**config.mk**
```make
export PLATFORM = sky130hd
export DESIGN_NAME = ad4003_adc_emulator_flat
export DESIGN_NICKNAME = d
export VERILOG_FILES = /design/src/rtl/ad4003_adc_emulator_if.sv /design/src/rtl/ad4003_adc_emulator.sv /design/src/flat_wrapper.sv
export SDC_FILE = /design/constraint.sdc
export NUM_CORES = 1
export LEC_CHECK = 0
export ABC_CLOCK_PERIOD_IN_PS = 2400
export BUFFER_PORTS_ARGS = -buffer_cell sky130_fd_sc_hd__buf_2
export CAP_MARGIN = 15
export CORE_UTILIZATION = 33
export CTS_CLUSTER_SIZE = 14
export DETAILED_ROUTE_END_ITERATION = 8
export GPL_TIMING_DRIVEN = 0
export PLACE_DENSITY_LB_ADDON = 0.1
export SLEW_MARGIN = 20
export SYNTH_ARGS = -nofsm -noshare
export SYNTH_HDL_FRONTEND = slang
export SYNTH_SLANG_ARGS = --single-unit
```
**constraint.sdc**
```tcl
create_clock -name clk_100 -period 2.4 [get_ports clk_100]
set_input_delay 0.12 -clock clk_100 [delete_from_list [all_inputs] [get_ports clk_100]]
set_output_delay 0.12 -clock clk_100 [all_outputs]
set_load 0.01 [all_outputs]
```
**src/rtl/ad4003_adc_emulator_if.sv**
```systemverilog
// rtl/ad4003_adc_emulator_if.sv - AD4003 3-wire serial bus between host deserializer and emulator
interface ad4003_adc_emulator_if;
  logic cnv;
  logic sck;
  logic sdi;
  logic sdo;

  modport master (output cnv, output sck, output sdi, input sdo);
  modport slave  (input cnv, input sck, input sdi, output sdo);
endinterface

```
**src/rtl/ad4003_adc_emulator.sv**
```systemverilog
// rtl/ad4003_adc_emulator.sv - AD4003 serial slave emulator; AD4003_EMU_STATUS_EN appends 6 status bits
module ad4003_adc_emulator #(
  parameter int unsigned CONV_CYCLES = 29,
  parameter logic [7:0]  CFG_RESET   = 8'hE1,
  parameter int unsigned SYNC_STAGES = 2
) (
  input  logic                clk_100,
  input  logic                rst_n,
  ad4003_adc_emulator_if.slave bus,
  input  logic [17:0]         sample_in,
  output logic                sample_req,
  output logic [7:0]          cfg_reg,
  output logic                busy,
  output logic                frame_err
);
  localparam int unsigned   TW         = $clog2(CONV_CYCLES + 1);
  localparam logic [TW-1:0] TIMER_LOAD = TW'(CONV_CYCLES - 1);

  typedef enum logic [1:0] {IDLE, CONV, WAIT_CS, SHIFT} state_e;

  logic [SYNC_STAGES-1:0] cnv_sync_q, sck_sync_q, sdi_sync_q;
  logic                   cnv_prev_q, sck_prev_q;
  logic                   cnv_s, sck_s, sdi_s;
  logic                   cnv_rise, sck_rise, sck_fall;

  state_e        state_q, state_d;
  logic [TW-1:0] timer_q, timer_d;
  logic [17:0]   shadow_q, shadow_d;
  logic [23:0]   shift_q, shift_d;
  logic [15:0]   cmd_q, cmd_d;
  logic [4:0]    sck_cnt_q, sck_cnt_d;
  logic          read_pending_q, read_pending_d;
  logic [7:0]    cfg_q, cfg_d;
  logic          sample_req_q, sample_req_d;
  logic          frame_err_q, frame_err_d;
  logic          start;
  logic          frame_end, cnt_bad, cmd_ok, cmd_write, cmd_read;
  logic [5:0]    status;

  assign cnv_s    = cnv_sync_q[SYNC_STAGES-1];
  assign sck_s    = sck_sync_q[SYNC_STAGES-1];
  assign sdi_s    = sdi_sync_q[SYNC_STAGES-1];
  assign cnv_rise = cnv_s & ~cnv_prev_q;
  assign sck_rise = sck_s & ~sck_prev_q;
  assign sck_fall = ~sck_s & sck_prev_q;

  // Frame-end decode: clock counts 1..15 and 19..23 are malformed and suppress any command.
  assign frame_end = (state_q == SHIFT) && cnv_rise;
  assign cnt_bad   = ((sck_cnt_q != 5'd0) && (sck_cnt_q < 5'd16)) ||
                     ((sck_cnt_q > 5'd18) && (sck_cnt_q < 5'd24));
  assign cmd_ok    = frame_end && !cnt_bad && (sck_cnt_q >= 5'd16);
  assign cmd_write = cmd_ok && (cmd_q[15:8] == 8'h14);
  assign cmd_read  = cmd_ok && (cmd_q[15:8] == 8'h54);

`ifdef AD4003_EMU_STATUS_EN
  logic reg_wr_q;
  logic ov;

  assign ov     = (shadow_q == 18'h1FFFF) || (shadow_q == 18'h20000);
  assign status = cfg_q[4] ? {ov, reg_wr_q, cfg_q[1], cfg_q[2], 2'b00} : 6'b0;

  always_ff @(posedge clk_100 or negedge rst_n) begin
    if (!rst_n) begin
      reg_wr_q <= 1'b0;
    end else if (frame_end) begin
      reg_wr_q <= cmd_write;
    end
  end
`else
  assign status = 6'b0;
`endif

  always_ff @(posedge clk_100 or negedge rst_n) begin
    if (!rst_n) begin
      cnv_sync_q     <= '0;
      sck_sync_q     <= '0;
      sdi_sync_q     <= '0;
      cnv_prev_q     <= 1'b0;
      sck_prev_q     <= 1'b0;
      state_q        <= IDLE;
      timer_q        <= '0;
      shadow_q       <= '0;
      shift_q        <= '0;
      cmd_q          <= '0;
      sck_cnt_q      <= '0;
      read_pending_q <= 1'b0;
      cfg_q          <= CFG_RESET;
      sample_req_q   <= 1'b0;
      frame_err_q    <= 1'b0;
    end else begin
      cnv_sync_q     <= {cnv_sync_q[SYNC_STAGES-2:0], bus.cnv};
      sck_sync_q     <= {sck_sync_q[SYNC_STAGES-2:0], bus.sck};
      sdi_sync_q     <= {sdi_sync_q[SYNC_STAGES-2:0], bus.sdi};
      cnv_prev_q     <= cnv_s;
      sck_prev_q     <= sck_s;
      state_q        <= state_d;
      timer_q        <= timer_d;
      shadow_q       <= shadow_d;
      shift_q        <= shift_d;
      cmd_q          <= cmd_d;
      sck_cnt_q      <= sck_cnt_d;
      read_pending_q <= read_pending_d;
      cfg_q          <= cfg_d;
      sample_req_q   <= sample_req_d;
      frame_err_q    <= frame_err_d;
    end
  end

  always_comb begin
    state_d        = state_q;
    timer_d        = timer_q;
    shadow_d       = shadow_q;
    shift_d        = shift_q;
    cmd_d          = cmd_q;
    sck_cnt_d      = sck_cnt_q;
    read_pending_d = read_pending_q;
    cfg_d          = cfg_q;
    sample_req_d   = 1'b0;
    frame_err_d    = 1'b0;
    start          = 1'b0;

    case (state_q)
      IDLE: start = cnv_rise;
      CONV: begin
        if (timer_q == '0) begin
          state_d = WAIT_CS;
        end else begin
          timer_d = timer_q - TW'(1);
        end
      end
      WAIT_CS: begin
        if (cnv_rise) begin
          start = 1'b1;
        end else if (!cnv_s) begin
          shift_d        = read_pending_q ? {cfg_q, 10'b0, status} : {shadow_q, status};
          read_pending_d = 1'b0;
          state_d        = SHIFT;
        end
      end
      SHIFT: begin
        // cnv rise wins over any sck edge decoded in the same cycle.
        if (cnv_rise) begin
          frame_err_d = cnt_bad;
          if (cmd_write) cfg_d = cmd_q[7:0];
          if (cmd_read) read_pending_d = 1'b1;
          cmd_d     = '0;
          sck_cnt_d = '0;
          start     = 1'b1;
        end else begin
          if (sck_fall) shift_d = {shift_q[22:0], 1'b0};
          if (sck_rise) begin
            cmd_d = {cmd_q[14:0], sdi_s};
            if (sck_cnt_q != 5'd31) sck_cnt_d = sck_cnt_q + 5'd1;
          end
        end
      end
      default: state_d = IDLE;
    endcase

    if (start) begin
      shadow_d     = sample_in;
      sample_req_d = 1'b1;
      timer_d      = TIMER_LOAD;
      state_d      = CONV;
    end
  end

  assign bus.sdo    = (state_q == SHIFT) && shift_q[23];
  assign busy       = (state_q == CONV);
  assign sample_req = sample_req_q;
  assign frame_err  = frame_err_q;
  assign cfg_reg    = cfg_q;
endmodule

```
**src/flat_wrapper.sv**
```systemverilog
// flat-port wrapper written by rule: the top's interface ports become plain ports
module ad4003_adc_emulator_flat 
#(
  parameter int unsigned CONV_CYCLES = 29,
  parameter logic [7:0]  CFG_RESET   = 8'hE1,
  parameter int unsigned SYNC_STAGES = 2
)
  (clk_100, rst_n, sample_in, sample_req, cfg_reg, busy, frame_err, bus_cnv, bus_sck, bus_sdi, bus_sdo);
  ad4003_adc_emulator_if bus_i ();
  input  logic clk_100;
  input  logic rst_n;
  input  logic [17:0] sample_in;
  output logic sample_req;
  output logic [7:0] cfg_reg;
  output logic busy;
  output logic frame_err;
  input wire logic [$bits(bus_i.cnv)-1:0] bus_cnv;
  input wire logic [$bits(bus_i.sck)-1:0] bus_sck;
  input wire logic [$bits(bus_i.sdi)-1:0] bus_sdi;
  output wire logic [$bits(bus_i.sdo)-1:0] bus_sdo;
  assign bus_i.cnv = bus_cnv;
  assign bus_i.sck = bus_sck;
  assign bus_i.sdi = bus_sdi;
  assign bus_sdo = bus_i.sdo;
  ad4003_adc_emulator #(.CONV_CYCLES(CONV_CYCLES), .CFG_RESET(CFG_RESET), .SYNC_STAGES(SYNC_STAGES)) u_core (.clk_100(clk_100), .rst_n(rst_n), .bus(bus_i), .sample_in(sample_in), .sample_req(sample_req), .cfg_reg(cfg_reg), .busy(busy), .frame_err(frame_err));
endmodule
```
==> results.yml, run 1 <==
route:
  drtIter0Drc: 78
  vias_per_cell: 4.61
  drc_errors: 0
  drtPass1Iterations: 5
  routedWlPerCell_um: 14.2
  detail-route-antenna-nets: 0
  num_vias: 2395
  drt_wl_total_mm: 7.36
timing:
  setup_viol: 0
  whs_ns: 0.308
  finalCriticalPeriod_ns: 2.00
  tightest_slew_ns: 0.696
  clock.fmax_ghz: 0.500
  rsz0062_at_grt: "false"
  hold_viol: 0
  relSlewSlack_pct: 53.4
  finClkSkew_ns: 0.00794
  fin_crit_sh_pct: 83.3
  setup_tns_ns: 0
  slew_violations: 0
final_layout:
  area_growth_pct: 21.0
  final_core_util_pct: 41.9
  antenna_cells: 0
  top_regs: "u_core.shadow_q (18), u_core.shift_q (18), u_core.cmd_q (16)"
  nNetsFinal: 409
  drive_gt1_share_pct: 25.3
  regArea_um2: 2080
  multiInputGateArea_um2: 1450
  nFillCells: 1016
synthesis:
  synth_top_area_share_pct: 54.3
  synth_edf_count: 0
  synth_cells: 310
  ys_ff_latch: 83
  syn_area_um2: 3640
  avgSynthCellArea_um2: 11.7
  synthFlopType: "dfrtp_1"
  synthesis.nets: 341
  yosysSeqAreaShare_pct: 57.2
  async_reset_ff_share_pct: 100
  yosys.cell_types.count: 39
  synth_warnings: 0
  synth_top_area_cell: "dfrtp_1"
  synth_area_leaders: "dfrtp_1 (54%), nand2_1 (7.4%), a22o_1 (6.5%)"
cts:
  cts_tree: "built"
  cts_buffers: 9
  insertion_delay_ns: 0.36
  cts_resized: 0
  max-clock-path-buffers: 2
  hold_buffers: 22
  post_cts_buffers: 0
  htree_levels: 3
  path_clk_slew_ns: 0.08
  cts.sinks: 83
  cts_root_buf: "clkbuf_8"
critical_path:
  arrival_ns: 2.29
  crit_fanout: 6
  worstSetupPathType: "flop to flop"
  reg2regPathDepth: 7
  worst_ep_required_time_ns: 2.69
  worstSetupStartpointType: "flop"
  end_kind: "flop"
placed_design:
  hpwlAfterDp_mm: 4.88
  io_buffers: 34
  routabilityCongestion: 0.737
global_routing:
  antenna_found_initial: 0
  grt_pass1_wl_mm: 12.4
  track_usage_pct: 14.5
  grt_max_degree: 46
  first_global_vias: 2426
  grt_overflow: 0
floorplanning:
  die_area_um2: 11500
  fp.dieW_um: 107
  initial_utilization_pct: 34.6
  ios: 35
  core-area_um2: 10500
  dieHeight_um: 107
  rows: 37
power:
  p_total_uw: 4300
  p_leak_uw: 0.00217
  power_density_nw_per_um2: 977
  irDropWorstVdd_uv: 498
status:
  status: "finished, final reports clean"
job:
  drv_cap: 0
min_path:
  hold_path_class: "input port to asynchronous set/reset pin"
## routing by layer
layer / share of wire (%) / GRT usage [%] / vias to the layer above / wire length [um]
li1: - / - / 1202 / -
met1: 51 / 19.7 / 1155 / 3730
met2: 45 / 21.5 / 31 / 3300
met3: 3.1 / 4.07 / 7 / 227
met4: 1.3 / 5.87 / 0 / 98
met5: 0 / 0 / - / 0
## worst paths after layout
check                                           from                    to  slack [ns]
worst max-delay path             u_core.sck_cnt_q[0]   u_core.sck_cnt_q[3]        0.40
worst min-delay path                           rst_n      u_core.cmd_q[11]        0.31
worst max register to register   u_core.sck_cnt_q[0]   u_core.sck_cnt_q[3]        0.40
worst min register to register  u_core.sck_sync_q[0]  u_core.sck_sync_q[1]        0.35
max in group asynchronous                      rst_n    u_core.shadow_q[8]        1.47
min in group clk_100            u_core.sck_sync_q[0]  u_core.sck_sync_q[1]        0.35
## cell usage in the layout (no fill, tap or decap), types with 3 or more instances in the layout
cell type / count
mux2_4: 9
dfrtp_1: 79
o21ai_0: 12
a22o_1: 27
dfstp_2: 4
dlygate4sd3_1: 22
nand2_1: 72
clkbuf_1: 5
nand2b_1: 3
ha_1: 8
nor2b_1: 4
inv_1: 10
clkbuf_8: 12
buf_2: 42
mux2_2: 17
a21oi_1: 4
xor2_1: 3
nor2_1: 8
nand3_1: 4
mux2i_1: 10
## metrics by stage
step,instance area (um2),setup WS (ns),instances
2_1_floorplan,3640,0.553,310
3_3_place_gp,3980,0.348,480
3_5_place_dp,4000,0.383,481
4_1_cts,4410,0.368,519
5_1_grt,4410,0.236,519
6_report,4410,0.401,519
## synthesized netlist by cell type, types with 8 or more instances
cell type / n
mux2_2: 17
inv_1: 10
dfrtp_1: 79
ha_1: 8
o21ai_0: 12
buf_2: 9
a22o_1: 27
nand2_1: 72
mux2i_1: 10
nor2_1: 8
mux2_4: 9
## worst max-delay path, stage by stage, from the launching register on
cell and delay [ns]:
dfrtp_1 0.45, ha_1 0.25, and3_1 0.19, ha_1 0.21, nor4bb_1 0.44, nand4_1 0.17
xor2_1 0.16, nor2_1 0.08
## power breakdown
group / switching, uW / total, uW / internal (uW)
combinational: 680 / 1360 / 677
sequential: 245 / 2010 / 1760
clock: 481 / 940 / 459
total: 1410 / 4300 / 2900
## layout make-up
cell class              count  share of cell area, %
repair buffers             57                   9.37
clock buffers              14                   3.92
multi-input cells         204                   32.8
clock inverters             2                  0.227
plain buffers              13                   1.73
inverters                  10                  0.852
flip-flops and latches     83                   47.2
well taps                 136                   3.86
## cell families (layout without fill, tap and decap cells)
family	after synthesis	after routing	synth area share (%)
buffers and inverters	23	96	3.13
XOR/XNOR	3	3	0.722
flip-flops	83	83	57.2
multiplexers	36	36	11.7
AO/OA/AOI/OAI	53	53	11.3
AND/OR/NAND/NOR	104	104	13.2
adder cells (fa/ha/maj)	8	8	2.75
Power figures use the tool's default switching activity.
==> run 2: changes to the inputs <==
--- a/config.mk
+++ b/config.mk
@@ -5,7 +5,7 @@
 export SDC_FILE = /design/constraint.sdc
 export NUM_CORES = 1
 export LEC_CHECK = 0
-export ABC_CLOCK_PERIOD_IN_PS = 2400
+export ABC_CLOCK_PERIOD_IN_PS = 1800
 export BUFFER_PORTS_ARGS = -buffer_cell sky130_fd_sc_hd__buf_2
 export CAP_MARGIN = 15
 export CORE_UTILIZATION = 33
==> constraint.sdc (replaced) <==
create_clock -name clk_100 -period 1.8 [get_ports clk_100]
set_input_delay 0.09 -clock clk_100 [delete_from_list [all_inputs] [get_ports clk_100]]
set_output_delay 0.09 -clock clk_100 [all_outputs]
set_load 0.01 [all_outputs]
==> results.yml, run 2 (same netlist as run 1, synthesis figures left out) <==
status:
  status: "finished, final reports clean"
cts:
  max-clock-path-buffers: 2
  insertion_delay_ns: 0.35
  path_clk_slew_ns: 0.09
  htree_levels: 3
  cts_root_buf: "clkbuf_8"
  cts_buffers: 9
  cts.sinks: 83
  cts_tree: "built"
final_layout:
  top_regs: "u_core.shadow_q (18), u_core.shift_q (18), u_core.cmd_q (16)"
  final_common_cell: "dfrtp_1"
  final_cell_mix: "dfrtp_1 (75), nand2_1 (72), buf_2 (40)"
  nFillCells: 1016
  area_growth_pct: 27.1
  final_core_util_pct: 44.1
  antenna_cells: 0
  nNetsFinal: 418
  multiInputGateArea_um2: 1520
  regArea_um2: 2090
  drive_gt1_share_pct: 31.4
critical_path:
  crit_buf_inv: 2
  cpPeakStageDelay_ns: 0.41
  end_kind: "flop"
  crit_path_cell_trace: "ha_1 -> buf_6 -> and3b_2 -> o2111ai_4 -> nor2_4 -> buf_12 -> mux2_2"
  cp_slowest_cell: "dfrtp_1"
  critPathTopFamily: "flip-flops"
  worstSetupStartpointType: "flop"
  worstSetupPathType: "flop to flop"
  arrival_ns: 2.03
  crit_fanout: 9
  worst_ep_required_time_ns: 2.05
placed_design:
  io_buffers: 34
  routabilityCongestion: 0.735
  dpl_worst_slack_ns: -0.192
  hpwlAfterDp_mm: 4.88
power:
  irDropWorstVdd_uv: 592
  combPwrFrac_pct: 33.6
  p_seq_share_pct: 44.3
  intPower_uw: 4060
  switching_share_pct: 32.7
  p_leak_uw: 0.00223
  power_density_nw_per_um2: 1310
  clkPwrFrac_pct: 22.1
  power_switching_uw: 1980
timing:
  worst_slack_ns: 0.0150
  fin_crit_sh_pct: 99.2
  relSlewSlack_pct: 63.0
  rsz0062_at_grt: "true"
  setup_viol: 0
  tightest_slew_ns: 0.551
  finalCriticalPeriod_ns: 1.79
  clock.fmax_ghz: 0.560
  finClkSkew_ns: 0.00933
  slew_violations: 0
  hold_viol: 0
floorplanning:
  dieHeight_um: 107
  core-area_um2: 10500
  ios: 35
  initial_utilization_pct: 34.6
  die_area_um2: 11500
  rows: 37
  fp.dieW_um: 107
global_routing:
  grt_pass1_wl_mm: 12.9
  grt_overflow: 0
  antenna_found_initial: 0
  track_usage_pct: 14.5
  grt_max_degree: 55
  first_global_vias: 2606
route:
  drc_errors: 0
  detail-route-antenna-nets: 0
  routedWlPerCell_um: 14.1
  drt_wl_total_mm: 7.46
  num_vias: 2532
  drtIter0Drc: 57
  vias_per_cell: 4.80
  drtPass1Iterations: 4
min_path:
  hold_path_class: "input port to asynchronous set/reset pin"
job:
  drv_cap: 0
-- run 2: changes by cell type in the layout (fill, tap and decap cells not counted), sizes merged --
cell,previous run,this run
buf,45,53
clkinvlp,0,3
bufinv,0,1
clkbuf,17,14
-- run 2: worst reg2reg max path, cell delays in order, from the launching register on --
cell and delay (ns):
dfrtp_1 0.41, ha_1 0.18, buf_6 0.13, and3b_2 0.24
o2111ai_4 0.13, nor2_4 0.13, buf_12 0.13, mux2_2 0.33
-- run 2: repair_timing --
item,CTS,global route
setup buffers,7,1
gates resized for setup,13,14
pin swaps,4,6
hold endpoints to repair,74,0
endpoints found under the setup margin,40,57
hold buffers,22,0
-- run 2: stage by stage --
stage / area [um2] / hold slack (ns) / power (uW) / TNS, ns / instances
after floorplan: 3650 / -0.206 / 4030 / 0 / 310
after global placement: 3990 / 0.200 / 4470 / -15.46 / 480
after detailed placement: 4040 / 0.105 / 4520 / -3.16 / 482
after CTS: 4570 / 0.250 / 6070 / -0.00000622 / 527
after global routing: 4630 / 0.289 / 6500 / -0.843 / 528
final: 4630 / 0.260 / 6040 / 0 / 528
-- run 2: routing by layer --
layer | wire, um | global-route usage [%]
met5 | 0 | 0
met3 | 214 | 3.34
met2 | 3570 | 23.2
met4 | 81 | 5.28
met1 | 3600 | 19.2
-- run 2: final cells by class --
class,count,area share [%]
Inverter,10,0.811
Clock inverter,6,1.43
Multi-Input combinational cell,204,32.9
Sequential cell,83,45.1
Tap cell,136,3.68
Clock buffer,10,2.76
Timing Repair Buffer,66,11.4
Buffer,13,1.97
-- run 2: path summary, 6_finish.rpt --
check / from / cells past startpoint / to / slack [ns]
max: u_core.state_q[0] / 7 / u_core.cfg_reg[1] / 0.01
min: rst_n / 3 / u_core.cmd_q[10] / 0.26
max reg2reg: u_core.state_q[0] / 7 / u_core.cfg_reg[1] / 0.01
min reg2reg: u_core.sck_sync_q[0] / 0 / u_core.sck_sync_q[1] / 0.36
max in group asynchronous: rst_n / 4 / u_core.shadow_q[1] / 1.08
min in group clk_100: u_core.sck_sync_q[0] / 0 / u_core.sck_sync_q[1] / 0.36
-- run 2: power by group through the flow --
stage	clock network (uW)	registers, uW	logic, uW
CTS	1390	2670	2010
detailed placement	0	2710	1800
global route	1460	2750	2290
global placement	0	2700	1760
finish	1330	2680	2030
floorplan	0	2610	1410
==> run 3: changes to the inputs <==
--- a/config.mk
+++ b/config.mk
@@ -5,6 +5,7 @@
 export SDC_FILE = /design/constraint.sdc
 export NUM_CORES = 1
 export LEC_CHECK = 0
+export ABC_AREA = 1
 export ABC_CLOCK_PERIOD_IN_PS = 1800
 export BUFFER_PORTS_ARGS = -buffer_cell sky130_fd_sc_hd__buf_2
 export CAP_MARGIN = 15
==> results.yml, run 3 <==
synthesis:
  ys_ff_latch: 83
  synthTopCellsByCount: "nand2_1 (127), dfrtp_1 (79), inv_1 (51)"
  synth_warnings: 0
  synthFlopType: "dfrtp_1"
  async_reset_ff_share_pct: 100
  synth_top_area_cell: "dfrtp_1"
  synth.most_common_cell: "nand2_1"
  synth_top_area_share_pct: 53.1
  syn_area_um2: 3720
  yosys.cell_types.count: 30
  synth_edf_count: 0
  synth_area_leaders: "dfrtp_1 (53%), nand2_1 (13%), inv_1 (5.1%)"
  yosysSeqAreaShare_pct: 55.9
  avgSynthCellArea_um2: 8.99
  synth_cells: 414
  synthesis.nets: 445
final_layout:
  post-route-cell-area_um2: 4660
  top_regs: "u_core.shadow_q (18), u_core.shift_q (18), u_core.cmd_q (16)"
  final_cell_mix: "nand2_1 (127), dfrtp_1 (79), inv_1 (51)"
  nNetsFinal: 513
  final_common_cell: "nand2_1"
  antenna_cells: 0
  area_growth_pct: 25.0
  final_core_util_pct: 42.6
  drive_gt1_share_pct: 17.5
timing:
  finalCriticalPeriod_ns: 1.66
  setup_tns_ns: 0
  relSlewSlack_pct: 62.3
  fin_crit_sh_pct: 92.3
  setup_viol: 0
  tightest_slew_ns: 0.565
  clock.fmax_ghz: 0.602
  hold_viol: 0
  finClkSkew_ns: 0.00660
  rsz0062_at_grt: "false"
  worst_slack_ns: 0.139
  slew_violations: 0
critical_path:
  arrival_ns: 1.85
  rr_endpoint: "u_core.cmd_q[12]"
  worst_ep_required_time_ns: 1.99
  crit_fanout: 10
  r2r_start: "u_core.state_q[0]"
  worstSetupPathType: "flop to flop"
  startpoint: "u_core.state_q[0]"
  end_kind: "flop"
  rrSetupSlack_ns: 0.14
  endpoint: "u_core.cmd_q[12]"
  reg2regPathDepth: 5
  worstSetupStartpointType: "flop"
floorplanning:
  initial_utilization_pct: 34.1
  rows: 38
  core-area_um2: 10900
  ios: 35
  dieHeight_um: 108
  die_area_um2: 11700
  fp.dieW_um: 108
cts:
  cts_buffers: 9
  cts.sinks: 83
  max-clock-path-buffers: 2
  cts_tree: "built"
  htree_levels: 3
  cts_root_buf: "clkbuf_16"
  insertion_delay_ns: 0.33
  path_clk_slew_ns: 0.06
global_routing:
  first_global_vias: 2835
  grt_pass1_wl_mm: 14.1
  grt_max_degree: 55
  track_usage_pct: 15.7
  grt_overflow: 0
  antenna_found_initial: 0
power:
  power_density_nw_per_um2: 1510
  p_total_uw: 7030
  irDropWorstVdd_uv: 692
  p_leak_uw: 0.00232
route:
  drtIter0Drc: 99
  num_vias: 2922
  drt_wl_total_mm: 8.29
  detail-route-antenna-nets: 0
  drc_errors: 0
  routedWlPerCell_um: 13.2
  vias_per_cell: 4.66
  drtPass1Iterations: 4
status:
  status: "finished, final reports clean"
placed_design:
  routabilityCongestion: 0.694
  hpwlAfterDp_mm: 5.58
  dpl_worst_slack_ns: 0.0298
  io_buffers: 34
  place_area_um2: 4100
job:
  drv_cap: 0
min_path:
  hold_path_class: "input port to asynchronous set/reset pin"
[run 3: cell types whose count changed in the layout (fill, tap and decap cells not counted), moves of 10 or more]
cell	delta
nand3_1	+13
mux2i_1	-10
nand2_1	+55
mux2_4	-10
nor2_1	+10
o22ai_1	+24
a22o_1	-27
inv_1	+42
o21ai_1	+16
mux2_2	-16
[run 3: power by group]
group	switching [uW]	total [uW]	leakage [uW]	internal [uW]
combinational	1460	2310	0.00111	849
sequential	252	2620	0.00105	2370
clock	741	2100	0.000160	1360
[run 3: repair_timing]
item,in CTS,in global routing
setup endpoints to repair,0,10
hold buffers,22,0
endpoints found under the hold margin,48,0
setup buffers,0,0
gates resized for setup,0,2
[run 3: worst min path at each step]
stage,startpoint,end,slack (ns),cells past startpoint
after floorplan,rst_n,u_core.cfg_reg[1],-0.21,0
after global placement,bus_sdi,u_core.sdi_sync_q[0],0.20,1
after detailed placement,rst_n,u_core.cfg_reg[4],0.06,1
after CTS,rst_n,u_core.cfg_reg[4],0.24,2
after global routing,rst_n,u_core.cfg_reg[4],0.27,2
final,rst_n,u_core.cfg_reg[4],0.23,2
[run 3: kinds of logic after synthesis]
kind of cell    count (synthesis)  synth area share, %
compound gates                 68                 10.9
xor+xnor                        1                0.235
fa+ha+maj                       8                 2.69
buf+inv                        70                 8.00
flops                          83                 55.9
simple gates                  184                 22.3
[run 3: critical path, cell delays in order (launching register included)]
cell and delay (ns):
dfrtp_1 0.41, ha_1 0.21, buf_4 0.18, nand4_2 0.19, clkbuf_1 0.41, o22ai_1 0.12
[run 3: final cells by class]
class | count | area (um2)
fill | 1089 | 6280
sequential | 83 | 2080
multi-input combinational | 261 | 1340
timing repair buffer | 57 | 420
clock buffer | 11 | 233
inverter | 57 | 216
tap | 140 | 175
clock inverter | 5 | 103
buffer | 13 | 82.6
[run 3: metrics by stage]
step	hold WS [ns]	cells
6_report	0.228	627
5_1_grt	0.268	627
4_1_cts	0.238	627
3_5_place_dp	0.0559	589
3_3_place_gp	0.198	588
2_1_floorplan	-0.206	414
[run 3: metal layers]
| metal | share of wire [%] | vias to the layer above | routed length (um) | GRT usage [%] |
|---|---|---|---|---|
| met4 | 1.1 | 0 | 93 | 5.58 |
| met1 | 49 | 1384 | 4100 | 21.8 |
| met2 | 46 | 58 | 3800 | 24.0 |
| met5 | 0 | - | 0 | 0 |
| li1 | - | 1474 | - | - |
| met3 | 3.7 | 6 | 303 | 3.44 |
